### config.mk
export PLATFORM = sky130hd
export DESIGN_NAME = pipelined_cla_adder_flat
export DESIGN_NICKNAME = d
export VERILOG_FILES = /design/src/rtl/pipelined_cla_adder_if.sv /design/src/rtl/pipelined_cla_adder.sv /design/src/flat_wrapper.sv
export SDC_FILE = /design/constraint.sdc
export NUM_CORES = 1
export LEC_CHECK = 0
export CORE_UTILIZATION = 56
export CTS_CLUSTER_SIZE = 14
export DETAILED_ROUTE_END_ITERATION = 7
export GPL_TIMING_DRIVEN = 0
export HOLD_SLACK_MARGIN = 0.12
export MAX_ROUTING_LAYER = met4
export PLACE_DENSITY = 0.86
export SLEW_MARGIN = 10
export SYNTH_ARGS = -nofsm -noshare
export SYNTH_HDL_FRONTEND = slang
export SYNTH_SLANG_ARGS = --single-unit
### constraint.sdc
create_clock -name clk -period 9.4 [get_ports clk]
set_input_delay 1.88 -clock clk [delete_from_list [all_inputs] [get_ports clk]]
set_output_delay 1.88 -clock clk [all_outputs]
set_load 0.02 [all_outputs]
### src/rtl/pipelined_cla_adder_if.sv
// Stream bundle for pipelined_cla_adder: operand beat in, flagged result out.
// Both channels use valid/ready: a beat transfers on a rising clk edge where valid & ready are both 1; a source must hold its beat stable until then.
interface pipelined_cla_adder_if #(
  parameter int WIDTH = 32
);
  logic             in_valid;
  logic             in_ready;
  logic [WIDTH-1:0] a;
  logic [WIDTH-1:0] b;
  logic             cin;
  logic             sub;
  logic             out_valid;
  logic             out_ready;
  logic [WIDTH-1:0] sum;
  logic             cout;
  logic             overflow;
  logic             zero;

  modport master (
    output in_valid, a, b, cin, sub, out_ready,
    input  in_ready, out_valid, sum, cout, overflow, zero
  );

  modport slave (
    input  in_valid, a, b, cin, sub, out_ready,
    output in_ready, out_valid, sum, cout, overflow, zero
  );
endinterface

### src/rtl/pipelined_cla_adder.sv
// Pipelined carry-lookahead adder/subtractor; groups of BLOCK bits are spread
// evenly over STAGES register stages, with the running carry registered between stages.
module pipelined_cla_adder #(
  parameter int WIDTH  = 32,
  parameter int BLOCK  = 4,
  parameter int STAGES = 2
) (
  input logic                  clk,
  input logic                  rst_n,
  pipelined_cla_adder_if.slave bus
);
  localparam int GROUPS = WIDTH / BLOCK;
  localparam int GPS    = GROUPS / STAGES;

  // Operands travel whole; each stage only consumes the groups it resolves.
  typedef struct packed {
    logic             vld;
    logic [WIDTH-1:0] sum;
    logic [WIDTH-1:0] opa;
    logic [WIDTH-1:0] opb;
    logic             cy;
    logic             am;
    logic             bm;
  } stage_t;

  stage_t st_in  [STAGES];
  stage_t pipe_d [STAGES];
  stage_t pipe_q [STAGES];
  logic   ovf_d, ovf_q;
  logic   zero_d, zero_q;
  logic   adv;

  assign adv = ~pipe_q[STAGES-1].vld | bus.out_ready;

  always_comb begin : stage_inputs
    for (int s = 0; s < STAGES; s++) begin
      st_in[s] = '0;
    end
    st_in[0].vld = bus.in_valid;
    st_in[0].opa = bus.a;
    st_in[0].opb = bus.sub ? ~bus.b : bus.b;
    st_in[0].cy  = bus.sub ^ bus.cin;
    st_in[0].am  = bus.a[WIDTH-1];
    st_in[0].bm  = bus.sub ? ~bus.b[WIDTH-1] : bus.b[WIDTH-1];
    for (int s = 1; s < STAGES; s++) begin
      st_in[s] = pipe_q[s-1];
    end
  end

  always_comb begin : stage_logic
    logic c;
    logic bc;
    logic gp;
    logic gg;
    logic p;
    logic gn;
    int   base;
    c      = 1'b0;
    bc     = 1'b0;
    gp     = 1'b0;
    gg     = 1'b0;
    p      = 1'b0;
    gn     = 1'b0;
    base   = 0;
    ovf_d  = 1'b0;
    zero_d = 1'b0;
    for (int s = 0; s < STAGES; s++) begin
      pipe_d[s] = st_in[s];
      c = st_in[s].cy;
      for (int k = 0; k < GPS; k++) begin
        base = (s * GPS + k) * BLOCK;
        gp = 1'b1;
        gg = 1'b0;
        bc = c;
        for (int i = 0; i < BLOCK; i++) begin
          p  = st_in[s].opa[base + i] ^ st_in[s].opb[base + i];
          gn = st_in[s].opa[base + i] & st_in[s].opb[base + i];
          pipe_d[s].sum[base + i] = p ^ bc;
          bc = gn | (p & bc);
          gg = gn | (p & gg);
          gp = gp & p;
        end
        // Group-level lookahead carries the chain to the next group.
        c = gg | (gp & c);
      end
      pipe_d[s].cy = c;
    end
    zero_d = ~|pipe_d[STAGES-1].sum;
    ovf_d  = (pipe_d[STAGES-1].am == pipe_d[STAGES-1].bm) &
             (pipe_d[STAGES-1].sum[WIDTH-1] != pipe_d[STAGES-1].am);
  end

  // One global enable: the whole pipe moves or the whole pipe holds.
  always_ff @(posedge clk or negedge rst_n) begin
    if (!rst_n) begin
      for (int s = 0; s < STAGES; s++) begin
        pipe_q[s] <= '0;
      end
      ovf_q  <= 1'b0;
      zero_q <= 1'b0;
    end else if (adv) begin
      for (int s = 0; s < STAGES; s++) begin
        pipe_q[s] <= pipe_d[s];
      end
      ovf_q  <= ovf_d;
      zero_q <= zero_d;
    end
  end

  assign bus.in_ready  = adv;
  assign bus.out_valid = pipe_q[STAGES-1].vld;
  assign bus.sum       = pipe_q[STAGES-1].sum;
  assign bus.cout      = pipe_q[STAGES-1].cy;
  assign bus.overflow  = ovf_q;
  assign bus.zero      = zero_q;
endmodule

### src/flat_wrapper.sv
// flat-port wrapper written by rule: the top's interface ports become plain ports
module pipelined_cla_adder_flat 
#(
  parameter int WIDTH  = 32,
  parameter int BLOCK  = 4,
  parameter int STAGES = 2
)
  (clk, rst_n, bus_in_valid, bus_a, bus_b, bus_cin, bus_sub, bus_out_ready, bus_in_ready, bus_out_valid, bus_sum, bus_cout, bus_overflow, bus_zero);
  pipelined_cla_adder_if #(.WIDTH(WIDTH)) bus_i ();
  input logic clk;
  input logic rst_n;
  input wire logic [$bits(bus_i.in_valid)-1:0] bus_in_valid;
  input wire logic [$bits(bus_i.a)-1:0] bus_a;
  input wire logic [$bits(bus_i.b)-1:0] bus_b;
  input wire logic [$bits(bus_i.cin)-1:0] bus_cin;
  input wire logic [$bits(bus_i.sub)-1:0] bus_sub;
  input wire logic [$bits(bus_i.out_ready)-1:0] bus_out_ready;
  output wire logic [$bits(bus_i.in_ready)-1:0] bus_in_ready;
  output wire logic [$bits(bus_i.out_valid)-1:0] bus_out_valid;
  output wire logic [$bits(bus_i.sum)-1:0] bus_sum;
  output wire logic [$bits(bus_i.cout)-1:0] bus_cout;
  output wire logic [$bits(bus_i.overflow)-1:0] bus_overflow;
  output wire logic [$bits(bus_i.zero)-1:0] bus_zero;
  assign bus_i.in_valid = bus_in_valid;
  assign bus_i.a = bus_a;
  assign bus_i.b = bus_b;
  assign bus_i.cin = bus_cin;
  assign bus_i.sub = bus_sub;
  assign bus_i.out_ready = bus_out_ready;
  assign bus_in_ready = bus_i.in_ready;
  assign bus_out_valid = bus_i.out_valid;
  assign bus_sum = bus_i.sum;
  assign bus_cout = bus_i.cout;
  assign bus_overflow = bus_i.overflow;
  assign bus_zero = bus_i.zero;
  pipelined_cla_adder #(.WIDTH(WIDTH), .BLOCK(BLOCK), .STAGES(STAGES)) u_core (.clk(clk), .rst_n(rst_n), .bus(bus_i));
endmodule
==> metrics.csv, run 1 <==
metric;value;unit
synthDistinctLibCells;38;
grt_pass1_vias;4428;
route.detailed.drc;10;
nets;793;
yosysSeqAreaShare;0.418;
required;7520;ps
dieHeight;97.8;um
yosysWarningCount;0;
swShare;0.369;
top_level_ports;107;
cap_violations;0;
wl_per_cell;16.1;um
grt_pass1_wl;20.7;mm
cts.clk_slew.worst_paths;80;ps
cts_buffers;9;
dpl_worst_slack;3720;ps
cp_cell_sequence;clkdlybuf4s50_1 > nor2b_1 > buf_2 > inv_2 > buf_2 > buf_2 > clkdlybuf4s50_1;
p_switching;0.000547;W
grt_max_degree;67;
synth_edf_count;0;
cpMostUsedCell;buf_2;
finalWirelength;12.5;mm
min-delay-path-class;flip-flop to flip-flop;
cp_max_fo;10;
arrival;3820;ps
portBuffers;105;
htreeDepth;3;
setup_viol;0;
intPower;0.000934;W
ys_top_cells_by_count;nand2_1 (156), dfrtp_1 (86), a21oi_1 (33);
cts_tree;yes;
r2r-start;u_core.pipe_d[20];
hold_violations;0;
r2r_end;u_core.bus.zero;
netlist_instances;550;
ir_drop;123;uV
status;complete, but fails checks;
viasPerCell;5.41;
crit_path_top_delay_cell;clkdlybuf4s50_1;
drt-pass1-iter-count;7;
drive_gt1_frac;0.100;
power_frac_comb;0.454;
post_cts_buffers;0;
route.met2.wl;6.12;mm
met1_length;5.39;mm
critical_path_class;primary input to output port;
grt_overflow_total;0;
nFillCells;638;
clock_sinks;86;
hpwl;9.86;mm
async_flop_share;1.00;
cts_repair_resize_count;0;
min_path_cells;2;
antenna_found_initial;0;
cp_num_buf_inv;6;
min-delay-start;u_core.bus.sum[20];
hold_buffers;0;
slew_headroom;0.606;
start_util;0.584;
final-max-slew-violation-count;0;
synth_top_area_frac;0.418;
ys_ff_latch;86;
routed-wl-met3;692;um
fin_tns_setup;0;ps
p_leak;3.11;nW
worstSetupEndpointType;output port;
powerDensity;227;nW/um^2
fin_ws;3700;ps
synth_ff_type;dfrtp_1;
violations;design-rule violations;
max_stage_delay;660;ps
cp-start-kind;primary input;
num_rows;34;
synthToLayoutAreaGrowth;27.0;%
hold_ws;476;ps
path_delay_family;buffers and inverters;
syn_nets;676;
reg2reg_depth;11;
hold_path_end;u_core.bus.sum[20];
n_antenna_cell;0;
seqPwrFrac;0.379;
regArea;2150;um^2
rsz0062_at_grt;false;
reg2reg_slack;5510;ps
ys_top_cells_by_area;dfrtp_1 (42%), nand2_1 (11%), fa_1 (9.3%);
synth_largest_area_cell;dfrtp_1;
die_x;97.8;um
vias;4212;
finClkSkew;12.1;ps
core;8810;um^2
period_minus_slack;5700;ps
ant_nets;0;
syn_area;5140;um^2
dieArea;9570;um^2
clkLatencyLatePin;350;ps
top_layer_used;met4;
gp_congestion;0.924;
clk_path_buf_depth;2;
drtIter0Drc;206;
grt_usage;0.285;
clockPowerShare;0.167;
cts-root-buf;clkbuf_8;
syn_avg_cell_area;9.35;um^2
multi_input_area;2520;um^2
yosysMostFrequentCell;nand2_1;
min_period_over_period;0.607;
worst_pin_slew;591;ps
max_freq;0.175;GHz
layout make-up:
cell class | instances | area share
buffer | 55 | 0.0542
timing repair buffer | 106 | 0.165
tap | 108 | 0.0207
clock inverter | 4 | 0.00766
sequential | 86 | 0.329
multi-input combinational | 378 | 0.386
clock buffer | 10 | 0.0195
inverter | 31 | 0.0178
state kept, by name (all words and copies together), names as in the netlist:
signal	count
u_core.bus.cout	1
u_core.bus.out_valid	1
u_core.bus.sum	32
u_core.bus.overflow	1
u_core.pipe_d	49
u_core.pipe_q	1
u_core.bus.zero	1
power groups by stage:
stage / clock, W / sequential (W) / combinational, W
2_1_floorplan: 0 / 0.000541 / 0.000413
3_3_place_gp: 0 / 0.000560 / 0.000637
3_5_place_dp: 0 / 0.000566 / 0.000667
4_1_cts: 0.000251 / 0.000560 / 0.000672
5_1_grt: 0.000264 / 0.000572 / 0.000733
6_report: 0.000248 / 0.000561 / 0.000672
logic make-up after synthesis:
group	share of synthesized area
and+or+nand+nor	0.165
buffers and inverters	0.0915
DFF	0.418
AOI/OAI and AO/OA	0.0786
adders and majority gates	0.171
xor gates and xnor gates	0.0752
layer usage:
layer  up-vias  global-route usage
li1       1968                   -
met1      2023               0.367
met2       186               0.465
met3        35              0.0415
met4         0              0.0967
met5         -                   -
cells in the final DEF (no fill, tap or decap), types with 20 or more instances in the layout:
| cell | n |
|---|---|
| ha_1 | 32 |
| inv_1 | 30 |
| clkdlybuf4s50_1 | 104 |
| xor2_1 | 22 |
| nor2_1 | 27 |
| nand2_1 | 156 |
| o21ai_0 | 20 |
| a21oi_1 | 33 |
| fa_1 | 24 |
| buf_4 | 33 |
| dfrtp_1 | 86 |
worst min-delay path: cells and delay by family, from the launching register on:
family           cells  cell delay [ps]
DFF                  1              350
and+or+nand+nor      2              100
through the flow:
| stage | power, W | instance area [um^2] | instances | util |
|---|---|---|---|---|
| final | 0.00148 | 6530 | 778 | 0.742 |
| after global routing | 0.00157 | 6530 | 778 | 0.742 |
| after CTS | 0.00148 | 6530 | 778 | 0.742 |
| after detailed placement | 0.00123 | 6350 | 764 | 0.722 |
| after global placement | 0.00120 | 6330 | 763 | 0.719 |
| after floorplan | 0.000954 | 5140 | 550 | - |
worst max path at each step:
stage	slack, ps	end	depth (start not counted)	from
floorplan	4700	u_core.pipe_d[82]	13	bus_sub
global placement	3530	u_core.pipe_d[76]	1	rst_n
detailed placement	3720	bus_in_ready	7	bus_out_ready
CTS	3720	bus_in_ready	7	bus_out_ready
global route	3640	bus_in_ready	7	bus_out_ready
finish	3700	bus_in_ready	7	bus_out_ready
Note: power is estimated with default switching activity, not from simulation.
==> run 2: changes to the inputs <==
Settings changed: CORE_UTILIZATION 56 to 52, PLACE_DENSITY 0.86 to 0.81.
Clock period 9.4 ns to 5.4 ns, I/O delays scaled along.
==> metrics.csv, run 2 (synthesis gave the netlist of run 1 again) <==
metric;value;unit
cts-root-buf;clkbuf_8;
clk_path_buf_depth;2;
dieArea;10300;um^2
cts.clk_slew.worst_paths;90;ps
min-delay-path-class;flip-flop to flip-flop;
hold_violations;0;
final-max-slew-violation-count;0;
critical_path_class;primary input to output port;
largest_reg_flops;49;
n_antenna_cell;0;
drive_gt1_frac;0.104;
cts_tree;yes;
nFillCells;713;
cp_max_fo;10;
gp_congestion;0.959;
grt_max_degree;52;
hpwl;9.62;mm
htreeDepth;3;
hold_buffers;0;
worst_pin_slew;565;ps
ant_nets;0;
antenna_found_initial;0;
post_cts_buffers;0;
nets;793;
cts_buffers;9;
route.detailed.drc;0;
period_minus_slack;4090;ps
clock_sinks;86;
top_level_ports;107;
power;0.00264;W
fin_util;0.702;
viasPerCell;5.07;
worstSetupEndpointType;output port;
grt_overflow_total;0;
core;9420;um^2
max_freq;0.244;GHz
hold_ws;475;ps
finClkSkew;12.6;ps
drt-pass1-iter-count;4;
cts_repair_resize_count;0;
rsz0062_at_grt;false;
synthToLayoutAreaGrowth;28.5;%
ir_drop;220;uV
vias;4059;
dieHeight;101;um
portBuffers;105;
cap_violations;0;
finalWirelength;12.1;mm
wl_per_cell;15.1;um
die_x;101;um
min_period_over_period;0.758;
powerDensity;399;nW/um^2
p_leak;3.14;nW
grt_pass1_vias;4165;
final_cell_mix;nand2_1 (156), clkdlybuf4s50_1 (104), dfrtp_1 (86), a21oi_1 (33), buf_4 (33);
drtIter0Drc;237;
slew_headroom;0.623;
final_common_cell;nand2_1;
required;4320;ps
clkLatencyLatePin;360;ps
arrival;3010;ps
start_util;0.546;
grt_usage;0.262;
fin_tns_setup;0;ps
num_rows;35;
cp-start-kind;primary input;
setup_viol;0;
status;completed;
grt_pass1_wl;19.8;mm
==> run 2: report_power, final <==
part           internal [W]  total, W  leakage, nW  switching, W
combinational      0.000586   0.00115         2.01      0.000569
sequential         0.000828  0.000971         1.01      0.000144
clock              0.000276  0.000512        0.109      0.000237
total               0.00169   0.00264         3.14      0.000949
==> run 2: worst max-delay path, cell delays in order <==
cell and delay [ps]:
clkdlybuf4s50_1 510, nor2b_1 60, buf_2 150, inv_2 70
buf_2 220, buf_2 270, clkdlybuf4s50_1 640
==> run 2: per-layer routing <==
metal	wire, um	vias to the layer above	share of wire	track usage
met3	544	13	0.045	0.0338
met2	6010	128	0.50	0.434
met5	0	-	0	-
li1	-	1975	-	-
met1	5390	1943	0.45	0.343
met4	145	0	0.012	0.0647
==> run 2: layout make-up <==
type | instances | area [um^2] | area share
Clock inverter | 6 | 92.6 | 0.0140
Tap cell | 129 | 161 | 0.0244
Multi-Input combinational cell | 378 | 2520 | 0.381
Clock buffer | 10 | 138 | 0.0208
Timing Repair Buffer | 106 | 1080 | 0.163
Inverter | 31 | 116 | 0.0176
Sequential cell | 86 | 2150 | 0.326
Buffer | 55 | 354 | 0.0536
==> run 2: path summary, 6_finish.rpt <==
path	startpoint	endpoint	slack, ps	cells after the start
setup / recovery	bus_out_ready	bus_in_ready	1310	7
hold / removal	u_core.bus.sum[4]	u_core.bus.sum[4]	470	2
setup reg to reg	u_core.pipe_d[51]	u_core.bus.zero	1520	11
hold reg to reg	u_core.bus.sum[4]	u_core.bus.sum[4]	470	2
max in group asynchronous	rst_n	u_core.pipe_d[99]	4100	2
min in group asynchronous	rst_n	u_core.bus.sum[4]	680	1
==> run 2: per-stage QoR <==
step / cell area [um^2] / cells / setup WS, ps
finish: 6610 / 801 / 1310
CTS: 6610 / 801 / 1310
global route: 6610 / 801 / 1200
floorplan: 5140 / 550 / 1500
detailed placement: 6380 / 785 / 1180
global placement: 6360 / 784 / 281
==> run 3: changes to the inputs <==
Settings changed: CORE_UTILIZATION 52 to 47, PLACE_DENSITY 0.81 to 0.77.
Clock period 5.4 ns to 3.6 ns, I/O delays scaled along.
==> metrics.csv, run 3 (synthesis gave the netlist of run 1 again) <==
metric;value;unit
status;completed;
crit_path_top_delay_cell;clkdlybuf4s50_1;
grt_max_degree;62;
p_leak;3.16;nW
num_rows;37;
ant_nets;0;
max_freq;0.293;GHz
final_common_cell;nand2_1;
synthToLayoutAreaGrowth;30.3;%
viasPerCell;5.15;
drtIter0Drc;280;
finClkSkew;12.1;ps
powerDensity;594;nW/um^2
final-max-slew-violation-count;0;
clk_path_buf_depth;2;
dpl_worst_slack;-225;ps
setup_viol;0;
n_antenna_cell;0;
drive_gt1_frac;0.129;
cp_max_fo;4;
rsz0062_at_grt;false;
top_usage_layer;met2;
grt_pass1_wl;20.1;mm
nets;798;
slew_headroom;0.611;
hold_ws;275;ps
cts_tree;yes;
critical_path_class;primary input to flip-flop;
dieHeight;107;um
final_cell_mix;nand2_1 (156), clkdlybuf4s50_1 (104), dfrtp_1 (86), buf_4 (38);
finalWirelength;12.6;mm
worstSetupEndpointType;flip-flop;
cts-root-buf;clkbuf_8;
use_met1;0.306;
start_util;0.492;
portBuffers;105;
drt-pass1-iter-count;5;
die_x;107;um
grt_pass1_vias;4192;
min_period_over_period;0.947;
antenna_found_initial;0;
cpMostUsedCell;fa_1;
grt_usage;0.238;
clock_sinks;86;
dieArea;11400;um^2
vias;4185;
min-delay-path-class;primary input to async pin;
ir_drop;286;uV
arrival;3690;ps
top_level_ports;107;
worst_pin_slew;584;ps
fin_util;0.641;
largest_reg_flops;49;
period_minus_slack;3410;ps
cts.clk_slew.worst_paths;90;ps
gp_congestion;0.907;
htreeDepth;3;
cp-start-kind;primary input;
nFillCells;878;
grt_util_met3;0.0328;
grt_overflow_total;0;
max_stage_delay;470;ps
core;10500;um^2
required;3880;ps
hpwl;9.80;mm
hold_violations;0;
grt_use_met2;0.388;
route.detailed.drc;0;
clkLatencyLatePin;360;ps
cp_cell_sequence;clkdlybuf4s50_1 > xor2_1 > ha_1 > a21oi_1 > nand2_1 > a211o_1 > a211oi_1 > fa_1 > fa_1 > fa_1 > a21oi_1;
cts_buffers;9;
cap_violations;0;
wl_per_cell;15.4;um
fin_ws;192;ps
## run 3: per-layer routing
metal  routed length [um]  share of wire
met4                  203          0.016
met3                  686          0.055
met1                 5460           0.43
met2                 6210           0.49
met5                    0              0
## run 3: cell type report
class	count	area [um^2]	share of cell area
tap	136	170	0.0254
buffer	55	359	0.0536
clock inverter	3	42.5	0.00635
multi-input combinational	378	2590	0.386
clock buffer	13	159	0.0237
timing repair buffer	111	1110	0.166
inverter	31	116	0.0174
sequential	86	2150	0.321
## run 3: metrics by stage
stage	std cells	TNS, ps	area (um^2)	total power [W]
6_report	813	0	6700	0.00398
5_1_grt	813	0	6700	0.00423
4_1_cts	809	0	6630	0.00393
2_1_floorplan	550	0	5140	0.00249
3_5_place_dp	792	-855	6390	0.00321
3_3_place_gp	791	-100830	6360	0.00314
## run 3: path summary, 6_finish.rpt
check,startpoint,to,slack [ps],cells after the start
max,bus_b[2],u_core.pipe_d[81],190,11
min,rst_n,u_core.pipe_d[53],270,1
max reg2reg,u_core.pipe_d[25],u_core.bus.zero,200,11
min reg2reg,u_core.bus.sum[5],u_core.bus.sum[5],470,2
max in group asynchronous,rst_n,u_core.pipe_d[67],2710,2
min in group clk,u_core.bus.sum[5],u_core.bus.sum[5],470,2
## run 3: power by group
| part | switching, W | internal (W) |
|---|---|---|
| registers | 0.000222 | 0.00124 |
| logic | 0.000893 | 0.000933 |
| clock network | 0.000332 | 0.000359 |
| total | 0.00145 | 0.00253 |
## run 3: worst max-delay path: cells and delay by family
family          cells  cell delay [ps]
simple gates        1               80
fa+ha+maj           4             1170
xor+xnor            1              210
compound gates      4             1010
buf+inv             1              470
## run 3: timing repair
action,4_1_cts,5_1_grt
gates resized for setup,5,13
hold buffers,0,0
pin swaps,1,11
setup buffers,1,4
setup endpoints to repair,2,2
